File: config.mk
export PLATFORM = sky130hd
export DESIGN_NAME = serv_rd_collect
export DESIGN_NICKNAME = d
export VERILOG_FILES = /design/src/rtl/serv_rd_pkg.sv /design/src/rtl/serv_rd_shreg.sv /design/src/rtl/serv_rd_collect.sv
export SDC_FILE = /design/constraint.sdc
export NUM_CORES = 1
export LEC_CHECK = 0
export ABC_AREA = 1
export CORE_MARGIN = 3
export CORE_UTILIZATION = 50
export DETAILED_ROUTE_END_ITERATION = 7
export PLACE_DENSITY_LB_ADDON = 0.08
export SETUP_SLACK_MARGIN = 0.1
export SYNTH_ARGS = -nofsm -noshare
export SYNTH_HDL_FRONTEND = slang
export SYNTH_HIERARCHICAL = 1
export SYNTH_SLANG_ARGS = --single-unit
export TNS_END_PERCENT = 10
File: constraint.sdc
create_clock -name clk -period 4.24 [get_ports clk]
set_input_delay 0.848 -clock clk [delete_from_list [all_inputs] [get_ports clk]]
set_output_delay 0.848 -clock clk [all_outputs]
set_load 0.02 [all_outputs]
File: src/rtl/serv_rd_pkg.sv
// Shared types and constants for the serial result collector.
// Holds the collector state encoding, the default word width, the bit-counter
// width and the address of the hard-wired zero register.
package serv_rd_pkg;

    localparam int XLEN_DEF  = 32;
    localparam int RF_AW_DEF = 5;
    localparam int CNT_W     = $clog2(XLEN_DEF);

    // Register x0 always reads zero, so writes to it are dropped.
    localparam logic [RF_AW_DEF-1:0] X0_ADDR = '0;

    typedef enum logic [1:0] {
        ST_IDLE  = 2'd0,
        ST_SHIFT = 2'd1,
        ST_WRITE = 2'd2
    } state_t;

endpackage

File: src/rtl/serv_rd_shreg.sv
// Deserialiser for the LSB-first ALU result stream.
// Shifts one bit in per enabled cycle, counts bits and flags the last one.
// Optional feature macro: SERV_RD_PARITY_EN adds a serial parity accumulator;
// without it par_o is tied low and no accumulator flop exists.
module serv_rd_shreg
    import serv_rd_pkg::*;
#(
    parameter int XLEN = XLEN_DEF
) (
    input  logic            clk,
    input  logic            rst_i,
    input  logic            clear_i,
    input  logic            shift_i,
    input  logic            bit_i,
    output logic [XLEN-1:0] word_o,
    output logic            last_o,
    output logic            par_o
);

    localparam int CW = $clog2(XLEN);

    logic [XLEN-1:0] shreg_q;
    logic [CW-1:0]   count_q;

    // The bit that arrives while count sits at XLEN-1 completes the word.
    assign last_o = (count_q == CW'(XLEN - 1));
    assign word_o = shreg_q;

    // Shift register and bit counter; the counter is returned to zero on the
    // last bit and on every accepted start, never by free-running.
    always_ff @(posedge clk or posedge rst_i) begin
        if (rst_i) begin
            shreg_q <= '0;
            count_q <= '0;
        end else if (clear_i) begin
            shreg_q <= '0;
            count_q <= '0;
        end else if (shift_i) begin
            shreg_q <= {bit_i, shreg_q[XLEN-1:1]};
            count_q <= last_o ? '0 : count_q + 1'b1;
        end
    end

`ifdef SERV_RD_PARITY_EN
    logic par_q;

    assign par_o = par_q;

    // Running even parity of every bit shifted in since the last start.
    always_ff @(posedge clk or posedge rst_i) begin
        if (rst_i) begin
            par_q <= 1'b0;
        end else if (clear_i) begin
            par_q <= 1'b0;
        end else if (shift_i) begin
            par_q <= par_q ^ bit_i;
        end
    end
`else
    assign par_o = 1'b0;
`endif

endmodule

File: src/rtl/serv_rd_collect.sv
// Bit-serial result collector sitting between serv_alu and the register-file
// write port. Collects XLEN LSB-first result bits, then issues one write with
// a req/ack handshake and latches the final compare bit.
// Optional feature macro: SERV_RD_PARITY_EN (even parity on o_wpar).
//
// Write handshake: o_wreq is held high with o_waddr/o_wdata/o_wpar stable
// until the cycle i_wack is sampled high; that cycle completes the transfer
// and o_wreq is low on the following cycle. i_abort in the same cycle takes
// priority and cancels the transfer.
module serv_rd_collect
    import serv_rd_pkg::*;
#(
    parameter int XLEN  = XLEN_DEF,
    parameter int RF_AW = RF_AW_DEF
) (
    input  logic             clk,
    input  logic             i_rst,
    input  logic             i_start,
    input  logic [RF_AW-1:0] i_rd_addr,
    input  logic             i_rd_we,
    input  logic             i_abort,
    input  logic             i_en,
    input  logic             i_rd,
    input  logic             i_cmp,
    output logic             o_ready,
    output logic             o_wreq,
    output logic [RF_AW-1:0] o_waddr,
    output logic [XLEN-1:0]  o_wdata,
    output logic             o_wpar,
    input  logic             i_wack,
    output logic             o_cmp,
    output logic             o_done,
    output state_t           o_state
);

    state_t           state_q;
    logic             ready_q;
    logic             wreq_q;
    logic [RF_AW-1:0] waddr_q;
    logic [XLEN-1:0]  wdata_q;
    logic             cmp_q;
    logic             done_q;
    logic [RF_AW-1:0] addr_q;
    logic             we_q;

    logic             start_acc;
    logic             shift_en;
    logic             last_bit;
    logic             write_go;
    logic [XLEN-1:0]  word;
    logic [XLEN-1:0]  full_word;
    logic             last_flag;
    logic             par;

    // Abort wins over everything, so it also blocks a start and any shift.
    assign start_acc = (state_q == ST_IDLE) && i_start && !i_abort;
    assign shift_en  = (state_q == ST_SHIFT) && i_en && !i_abort;
    assign last_bit  = shift_en && last_flag;
    assign write_go  = we_q && (addr_q != RF_AW'(X0_ADDR));

    // The final bit is folded in here so the write data is registered on the
    // same edge that consumes it, giving o_wreq one cycle after the last bit.
    assign full_word = {i_rd, word[XLEN-1:1]};

    serv_rd_shreg #(
        .XLEN (XLEN)
    ) u_shreg (
        .clk     (clk),
        .rst_i   (i_rst),
        .clear_i (start_acc),
        .shift_i (shift_en),
        .bit_i   (i_rd),
        .word_o  (word),
        .last_o  (last_flag),
        .par_o   (par)
    );

    // Collector FSM with all handshake outputs registered.
    always_ff @(posedge clk or posedge i_rst) begin
        if (i_rst) begin
            state_q <= ST_IDLE;
            ready_q <= 1'b1;
            wreq_q  <= 1'b0;
            waddr_q <= '0;
            wdata_q <= '0;
            cmp_q   <= 1'b0;
            done_q  <= 1'b0;
            addr_q  <= '0;
            we_q    <= 1'b0;
        end else begin
            done_q <= 1'b0;
            if (i_abort) begin
                state_q <= ST_IDLE;
                ready_q <= 1'b1;
                wreq_q  <= 1'b0;
            end else begin
                case (state_q)
                    ST_IDLE: begin
                        if (i_start) begin
                            addr_q  <= i_rd_addr;
                            we_q    <= i_rd_we;
                            ready_q <= 1'b0;
                            state_q <= ST_SHIFT;
                        end
                    end
                    ST_SHIFT: begin
                        if (last_bit) begin
                            cmp_q <= i_cmp;
                            if (write_go) begin
                                state_q <= ST_WRITE;
                                wreq_q  <= 1'b1;
                                waddr_q <= addr_q;
                                wdata_q <= full_word;
                            end else begin
                                state_q <= ST_IDLE;
                                ready_q <= 1'b1;
                                done_q  <= 1'b1;
                            end
                        end
                    end
                    ST_WRITE: begin
                        if (i_wack) begin
                            state_q <= ST_IDLE;
                            ready_q <= 1'b1;
                            wreq_q  <= 1'b0;
                            done_q  <= 1'b1;
                        end
                    end
                    default: begin
                        state_q <= ST_IDLE;
                        ready_q <= 1'b1;
                        wreq_q  <= 1'b0;
                    end
                endcase
            end
        end
    end

`ifdef SERV_RD_PARITY_EN
    logic wpar_q;

    // Parity is captured alongside the write data and held with it.
    always_ff @(posedge clk or posedge i_rst) begin
        if (i_rst) begin
            wpar_q <= 1'b0;
        end else if (last_bit && write_go) begin
            wpar_q <= par ^ i_rd;
        end
    end

    assign o_wpar = wpar_q;
`else
    logic unused_par;
    assign unused_par = par;
    assign o_wpar     = 1'b0;
`endif

    assign o_ready = ready_q;
    assign o_wreq  = wreq_q;
    assign o_waddr = waddr_q;
    assign o_wdata = wdata_q;
    assign o_cmp   = cmp_q;
    assign o_done  = done_q;
    assign o_state = state_q;

endmodule

==> flow_metrics.py, run 1 <==
metrics = {
    "clock_tree": {
        "holdBufCountCts": 0,
        "clk_latency_ns": 0.34,
        "cts_tree": "done",
        "cts_buffers": 9,
        "cts_sinks": 85,
        "cts-htree-levels": 3,
        "clockBufferDepth": 2,
        "post_cts_resized": 0,
        "path_clk_slew_ns": 0.08,
        "cts_root_buf": "clkbuf_8",
        "cts_setup_buffers": 0,
    },
    "min_path": {
        "min_to": "o_ready$_DFFE_PP1P_",
        "hold_path_depth": 2,
        "min_from": "o_ready$_DFFE_PP1P_",
        "min_path_type": "flop to flop",
    },
    "routing": {
        "firstDrtPassIters": 4,
        "wirelength_um": 7082,
        "dr.first_iter.drc_count": 120,
        "vias": 2647,
        "ant_nets": 0,
        "wl_per_cell_um": 13.39,
        "avgViaCountPerCell": 5.004,
        "drc": 0,
    },
    "setup_path": {
        "crit-reg2reg-launch": "u_shreg/count_q[0]$_DFFE_PP0P_",
        "required_ns": 4.52,
        "crit_fanout": 32,
        "start_kind": "primary input",
        "cp.arrival_ns": 3.29,
        "cp-startpoint": "i_abort",
        "reg2reg_slack_ns": 1.54,
        "end_kind": "flop",
        "rr_worst_depth": 8,
        "critPathKind": "primary input to flop",
        "r2r_end": "o_waddr[3]$_DFFE_PP0P_",
    },
    "grt": {
        "grt_usage_pct": 18.00,
        "grt_pass1_wl_um": 12440,
        "grt_max_degree": 50,
        "overflow": 0,
        "first_global_vias": 2625,
        "antenna_found_initial": 0,
    },
    "placed_design": {
        "place_ws_ns": 0.8847,
        "routabilityCongestion": 0.7705,
        "dp_hpwl_um": 4612,
        "numPortBuffers": 56,
    },
    "sta": {
        "period_minus_slack_ns": 3.009,
        "tightest_slew_ns": 1.005,
        "rsz0062_at_grt": "false",
        "setup_viol": 0,
        "tns_ns": 0,
        "slew_viol_final": 0,
        "slew_headroom_pct": 32.93,
        "fmax_mhz": 332.4,
        "fin_ws_ns": 1.231,
        "post-route-period-util_pct": 70.96,
        "hold_viol": 0,
        "fin_skew_ns": 0.008513,
    },
    "floorplanning": {
        "fp.dieW_um": 92.41,
        "ios": 58,
        "start_util_pct": 53.19,
        "die_area_um2": 8540,
        "core.rowCount": 30,
        "coreArea_um2": 7019,
        "chipHeight_um": 92.41,
    },
    "cells_and_area": {
        "syn2layout_area_growth_pct": 18.67,
        "nNetsFinal": 448,
        "antenna_cells": 0,
        "layout_commonest_cell": "nand2_1",
        "final_cell_mix": "nand2_1 (116), dfrtp_1 (84), clkdlybuf4s50_1 (56)",
        "drive_gt1_share_pct": 13.39,
    },
    "outcome": {
        "outcome": "finished, final reports clean",
    },
    "logic_synthesis": {
        "ys_warn_count": 6,
        "synthesis.area_um2": 3734,
        "syn-num-nets": 399,
        "avgSynthCellArea_um2": 9.825,
        "syn_inst": 380,
    },
    "pwr": {
        "vdd_drop_max_mv": 0.1729,
        "powerDensity_nw_per_um2": 402.4,
        "leakage_nw": 2.142,
    },
    "run": {
        "maxCapViolCount": 0,
    },
}
layer usage:
metal,vias up,track usage (%),part of all wire [%]
met3,10,2.681,4.0
li1,1297,-,-
met4,0,7.673,1.4
met2,53,27.07,45
met5,-,0,0
met1,1287,26.06,50
how the worst max path moves through the flow:
| stage | end | slack (ns) | depth (start not counted) |
|---|---|---|---|
| floorplan | addr_q[0]$_DFFE_PP0P_ | 2.22 | 1 |
| finish | u_shreg/count_q[3]$_DFFE_PP0P_ | 1.23 | 11 |
| global placement | o_waddr[3]$_DFFE_PP0P_ | 1.05 | 8 |
| global route | u_shreg/count_q[3]$_DFFE_PP0P_ | 0.96 | 11 |
| CTS | u_shreg/count_q[3]$_DFFE_PP0P_ | 1.25 | 11 |
| detailed placement | u_shreg/count_q[3]$_DFFE_PP0P_ | 0.88 | 11 |
sequential cells by signal (all words and copies together), names as in the netlist, 2 cells and up:
register	flops
addr_q	5
o_state	2
o_waddr	5
o_wdata	32
u_shreg/count_q	5
u_shreg/word_o	31
through the flow:
stage	util, %	cells	power, mW	cell area, µm²	hold slack (ns)
final	63.12	529	1.783	4431	0.4678
after global routing	63.12	529	1.890	4431	0.5038
after CTS	63.12	529	1.806	4431	0.4715
after detailed placement	60.77	514	1.314	4265	0.4625
after global placement	60.77	514	1.309	4265	0.4540
after floorplan	-	380	1.226	3734	0.4490
where the power goes:
part           switching, mW  internal, mW
clock network          0.266         0.221
logic                  0.259         0.117
registers             0.0466         0.873
critical path: stages:
cell             delay (ns)
clkdlybuf4s50_1        0.52
inv_2                  0.06
nand2_1                0.11
inv_1                  0.05
nand2_1                0.18
clkinv_1               0.32
inv_2                  0.12
nand2_2                0.49
nor2_1                 0.36
nand3_1                0.13
nand2_1                0.07
cell type report:
cell class	instances	area, µm²
clock buffer	10	137.6
fill	625	2589
tap	96	120.1
clock inverter	5	27.53
inverter	50	190.2
timing repair buffer	57	568.0
sequential	85	2128
multi-input combinational	226	1259
Note: power is estimated with default switching activity, not from simulation.
==> inputs of run 2 (changes only) <==
CORE_UTILIZATION = 48   (was 50)
clock period = 2.6 ns   (was 4.24 ns; I/O delays follow)
==> run 2 against run 1 <==
Power is 73% higher. Critical endpoint is now o_ready. Utilization is 1.6 points lower. Via count is 0.19% higher. Non-clock buffer count is 10 higher. Die area is 3.9% higher. Clock-buffer cell count is 1 higher.
==> flow_metrics.py, run 2 (synthesized netlist as in run 1, its figures left out) <==
metrics = {
    "setup_path": {
        "critPathKind": "flop to output pin",
        "crit_fanout": 2,
        "required_ns": 2.08,
        "start_kind": "flop",
        "slowest_stage": "clkdlybuf4s50_1",
        "end_kind": "output pin",
        "path_buf_inv": 1,
        "worstPathCellList": "clkdlybuf4s50_1",
        "critical_path.top_delay_family": "buffers and inverters",
        "cp.arrival_ns": 1.47,
        "max_stage_delay_ns": 0.60,
    },
    "sta": {
        "hold_viol": 0,
        "post-route-period-util_pct": 76.72,
        "timing.hold.ws_ns": 0.4685,
        "setup_viol": 0,
        "period_minus_slack_ns": 1.995,
        "rsz0062_at_grt": "false",
        "fin_skew_ns": 0.009990,
        "slew_viol_final": 0,
        "fmax_mhz": 501.3,
        "tns_ns": 0,
    },
    "cells_and_area": {
        "layout_commonest_cell": "nand2_1",
        "largest_reg_flops": 32,
        "syn2layout_area_growth_pct": 22.05,
        "drive_gt1_share_pct": 15.32,
        "nNetsFinal": 458,
        "final_cell_mix": "nand2_1 (116), dfrtp_1 (84), clkdlybuf4s50_1 (56)",
        "antenna_cells": 0,
    },
    "clock_tree": {
        "clk_latency_ns": 0.35,
        "post_cts_resized": 0,
        "path_clk_slew_ns": 0.08,
        "cts_tree": "done",
        "holdBufCountCts": 0,
        "cts_sinks": 85,
        "cts-htree-levels": 3,
        "cts_buffers": 9,
        "cts_setup_buffers": 0,
        "cts_root_buf": "clkbuf_8",
        "clockBufferDepth": 2,
    },
    "floorplanning": {
        "fp.dieW_um": 94.20,
        "die_area_um2": 8873,
        "core.rowCount": 31,
        "ios": 58,
        "start_util_pct": 50.40,
        "chipHeight_um": 94.20,
        "coreArea_um2": 7408,
    },
    "placed_design": {
        "numPortBuffers": 56,
        "dp_hpwl_um": 4917,
        "routabilityCongestion": 0.8619,
    },
    "pwr": {
        "p_seq_share_pct": 48.6,
        "internal_power_mw": 2.112,
        "powerDensity_nw_per_um2": 675.8,
        "leakage_nw": 2.201,
        "vdd_drop_max_mv": 0.3535,
        "swShare_pct": 31.42,
        "p_clk_share_pct": 30.4,
        "power_frac_comb_pct": 20.9,
        "switchingPower_mw": 0.9677,
    },
    "routing": {
        "drc": 0,
        "firstDrtPassIters": 4,
        "dr.first_iter.drc_count": 81,
        "wl_per_cell_um": 13.36,
        "vias": 2652,
        "avgViaCountPerCell": 4.884,
        "ant_nets": 0,
        "wirelength_um": 7254,
    },
    "grt": {
        "grt_max_degree": 37,
        "grt_usage_pct": 18.17,
        "grt_pass1_wl_um": 12630,
        "first_global_vias": 2610,
        "antenna_found_initial": 0,
        "overflow": 0,
    },
    "run": {
        "maxCapViolCount": 0,
    },
    "min_path": {
        "min_path_type": "flop to flop",
    },
    "outcome": {
        "outcome": "finished, final reports clean",
    },
}
-- run 2: changes by cell type in the layout (fill, tap and decap cells not counted), sizes merged --
| cell | delta |
|---|---|
| buf | +10 |
| bufinv | +1 |
| clkbuf | +1 |
| clkinv | -3 |
| clkinvlp | +1 |
| inv | +1 |
-- run 2: cell type report --
cell class | count | area, µm²
Fill cell | 673 | 2851
Clock inverter | 5 | 58.81
Timing Repair Buffer | 67 | 655.6
Sequential cell | 85 | 2128
Tap cell | 99 | 123.9
Multi-Input combinational cell | 226 | 1259
Clock buffer | 11 | 141.4
Inverter | 50 | 190.2
-- run 2: power groups by stage --
| stage | Sequential [mW] | Combinational (mW) | Clock [mW] |
|---|---|---|---|
| 6_report | 1.50 | 0.644 | 0.937 |
| 5_1_grt | 1.51 | 0.726 | 1.04 |
| 4_1_cts | 1.50 | 0.659 | 0.966 |
| 3_5_place_dp | 1.52 | 0.654 | 0 |
| 3_3_place_gp | 1.52 | 0.645 | 0 |
| 2_1_floorplan | 1.54 | 0.458 | 0 |
-- run 2: per-layer routing --
metal	wire length (µm)	vias to the layer above	global-route usage, %
met5	0	-	0
met4	131	0	7.581
met3	275	10	3.285
met2	3210	51	26.42
met1	3636	1270	26.69
li1	-	1321	-
-- run 2: metrics by stage --
stage	cells	worst slack, ns	util, %	instance area [µm²]	power [mW]
finish	543	0.6052	61.51	4557	3.079
global route	543	0.4119	61.51	4557	3.278
CTS	543	0.5781	61.51	4557	3.124
detailed placement	527	0.3502	58.81	4357	2.179
global placement	527	0.3816	58.81	4357	2.165
floorplan	380	0.7203	-	3734	2.000
-- run 2: worst paths after layout --
kind,start,end,slack (ns),depth (start not counted)
min,o_ready$_DFFE_PP1P_,o_ready$_DFFE_PP1P_,0.47,2
min reg2reg,o_ready$_DFFE_PP1P_,o_ready$_DFFE_PP1P_,0.47,2
max in group asynchronous,i_rst,o_ready$_DFFE_PP1P_,1.45,3
max reg2reg,u_shreg/count_q[0]$_DFFE_PP0P_,o_state[1]$_DFFE_PP0P_,0.71,11
min in group asynchronous,i_rst,o_wdata[11]$_DFFE_PP0P_,0.54,2
max,o_ready$_DFFE_PP1P_,o_ready,0.61,1
-- run 2: worst reg2reg max path: stages (launching register included) --
cell and delay (ns):
dfrtp_1 0.42, ha_1 0.19, nand2_1 0.07, nor2_1 0.11, ha_1 0.24, inv_1 0.06
o21ai_0 0.21, nand2_1 0.10, nor2_1 0.20, nand2_1 0.10, inv_1 0.06, nor2_1 0.03
==> inputs of run 3 (changes only) <==
CORE_UTILIZATION = 50   (was 48)
clock period = 1.9 ns   (was 2.6 ns; I/O delays follow)
==> run 3 against run 2 <==
Setup slack got worse by 0.46 ns. Routed wire length about the same. Clock skew up 0.0046 ns. Sequential share of layout area decreased by 1.2 points. Highest routed layer unchanged.
==> flow_metrics.py, run 3 (synthesized netlist as in run 1, its figures left out) <==
metrics = {
    "setup_path": {
        "cp-startpoint": "o_state[1]$_DFFE_PP0P_",
        "worstPathCellList": "clkdlybuf4s50_1",
        "critical_path.top_delay_family": "buffers and inverters",
        "critPathKind": "flop to output pin",
        "start_kind": "flop",
        "cp.arrival_ns": 1.38,
        "max_stage_delay_ns": 0.63,
        "slowest_stage": "clkdlybuf4s50_1",
        "critPathCapture": "o_state[1]",
        "worst-path-stages": 1,
        "required_ns": 1.52,
        "r2r_end": "o_waddr[4]$_DFFE_PP0P_",
        "reg2reg_slack_ns": 0.23,
        "crit-reg2reg-launch": "u_shreg/count_q[1]$_DFFE_PP0P_",
        "crit_fanout": 4,
        "end_kind": "output pin",
        "rr_worst_depth": 8,
        "path_buf_inv": 1,
    },
    "sta": {
        "post-route-period-util_pct": 92.45,
        "fmax_mhz": 569.3,
        "tns_ns": 0,
        "period_minus_slack_ns": 1.757,
        "hold_viol": 0,
        "setup_viol": 0,
        "fin_ws_ns": 0.1434,
        "fin_skew_ns": 0.01457,
        "slew_viol_final": 0,
        "rsz0062_at_grt": "true",
    },
    "routing": {
        "routed-wl-met3_um": 258,
        "wl_per_cell_um": 13.22,
        "dr.first_iter.drc_count": 121,
        "drc": 0,
        "ant_nets": 0,
        "top_layer": "met4",
        "avgViaCountPerCell": 4.896,
        "wirelength_um": 7259,
        "met1_length_um": 3564,
        "firstDrtPassIters": 4,
        "met2_wirelength_um": 3380,
        "vias": 2688,
    },
    "clock_tree": {
        "cts_tree": "done",
        "cts_sinks": 85,
        "clockBufferDepth": 2,
        "cts_root_buf": "clkbuf_8",
        "clk_latency_ns": 0.35,
        "cts-htree-levels": 3,
        "path_clk_slew_ns": 0.09,
        "holdBufCountCts": 0,
        "cts_buffers": 9,
    },
    "min_path": {
        "min_path_type": "primary input to asynchronous set/reset pin",
    },
    "cells_and_area": {
        "filler_cell_count": 575,
        "nNetsFinal": 467,
        "largest_reg_flops": 32,
        "antenna_cells": 0,
        "syn2layout_area_growth_pct": 25.27,
        "drive_gt1_share_pct": 18.10,
        "layout_commonest_cell": "nand2_1",
        "final_cell_mix": "nand2_1 (116), dfrtp_1 (84), clkdlybuf4s50_1 (55)",
        "multi_input_comb_area_um2": 1272,
        "regArea_um2": 2128,
        "final_util_pct": 66.63,
    },
    "grt": {
        "overflow": 0,
        "grt_pass1_wl_um": 12550,
        "antenna_found_initial": 0,
        "grt_max_degree": 50,
        "first_global_vias": 2593,
        "grt_usage_pct": 18.11,
    },
    "floorplanning": {
        "die_area_um2": 8540,
        "ios": 58,
        "fp.dieW_um": 92.41,
        "chipHeight_um": 92.41,
        "coreArea_um2": 7019,
        "start_util_pct": 53.19,
        "core.rowCount": 30,
    },
    "placed_design": {
        "place_ws_ns": 0.03774,
        "routabilityCongestion": 0.7969,
        "numPortBuffers": 56,
        "dp_hpwl_um": 4993,
    },
    "pwr": {
        "powerDensity_nw_per_um2": 902.3,
        "power_mw": 4.220,
        "leakage_nw": 2.262,
        "vdd_drop_max_mv": 0.4305,
    },
    "run": {
        "maxCapViolCount": 0,
    },
    "outcome": {
        "outcome": "finished, final reports clean",
    },
}
-- run 3: final cells by class --
| type | count | share of cell area (%) |
|---|---|---|
| clock buffers | 9 | 2.648 |
| clock inverters | 7 | 1.204 |
| inverters | 50 | 4.093 |
| multi-input cells | 226 | 27.21 |
| flip-flops and latches | 85 | 45.51 |
| well taps | 96 | 2.568 |
| repair buffers | 76 | 16.77 |
-- run 3: per-stage QoR --
step | hold slack (ns) | instance area [µm²] | instances
CTS | 0.4353 | 4648 | 547
finish | 0.4239 | 4677 | 549
detailed placement | 0.4615 | 4469 | 531
global route | 0.4472 | 4677 | 549
floorplan | 0.4490 | 3735 | 380
global placement | 0.4538 | 4469 | 531
-- run 3: worst min path at each step --
stage	cells after the start	endpoint	start	slack (ns)
global placement	2	o_ready$_DFFE_PP1P_	o_ready$_DFFE_PP1P_	0.45
detailed placement	2	o_wdata[4]$_DFFE_PP0P_	u_shreg/word_o[5]$_DFFE_PP0P_	0.46
finish	3	o_wdata[7]$_DFFE_PP0P_	i_rst	0.42
floorplan	2	o_wdata[13]$_DFFE_PP0P_	u_shreg/word_o[14]$_DFFE_PP0P_	0.45
CTS	3	o_wdata[14]$_DFFE_PP0P_	i_rst	0.44
global route	3	o_wdata[14]$_DFFE_PP0P_	i_rst	0.45
-- run 3: repair_timing --
item                       CTS  global route
pin swaps                    0             3
buffers inserted             0             2
resized for setup            1             5
setup endpoints to repair    3            41
-- run 3: where the power goes --
| group | leakage (nW) | switching [mW] | total [mW] | internal, mW |
|---|---|---|---|---|
| Sequential | 1.17 | 0.0927 | 2.04 | 1.95 |
| Clock | 0.0842 | 0.666 | 1.16 | 0.490 |
| Combinational | 1.01 | 0.632 | 1.02 | 0.392 |
| Total | 2.26 | 1.39 | 4.22 | 2.83 |
-- run 3: routing by layer --
metal | vias up | track usage, %
met5 | - | 0
met3 | 5 | 3.168
met4 | 0 | 6.312
met2 | 42 | 26.71
li1 | 1346 | -
met1 | 1295 | 27.00
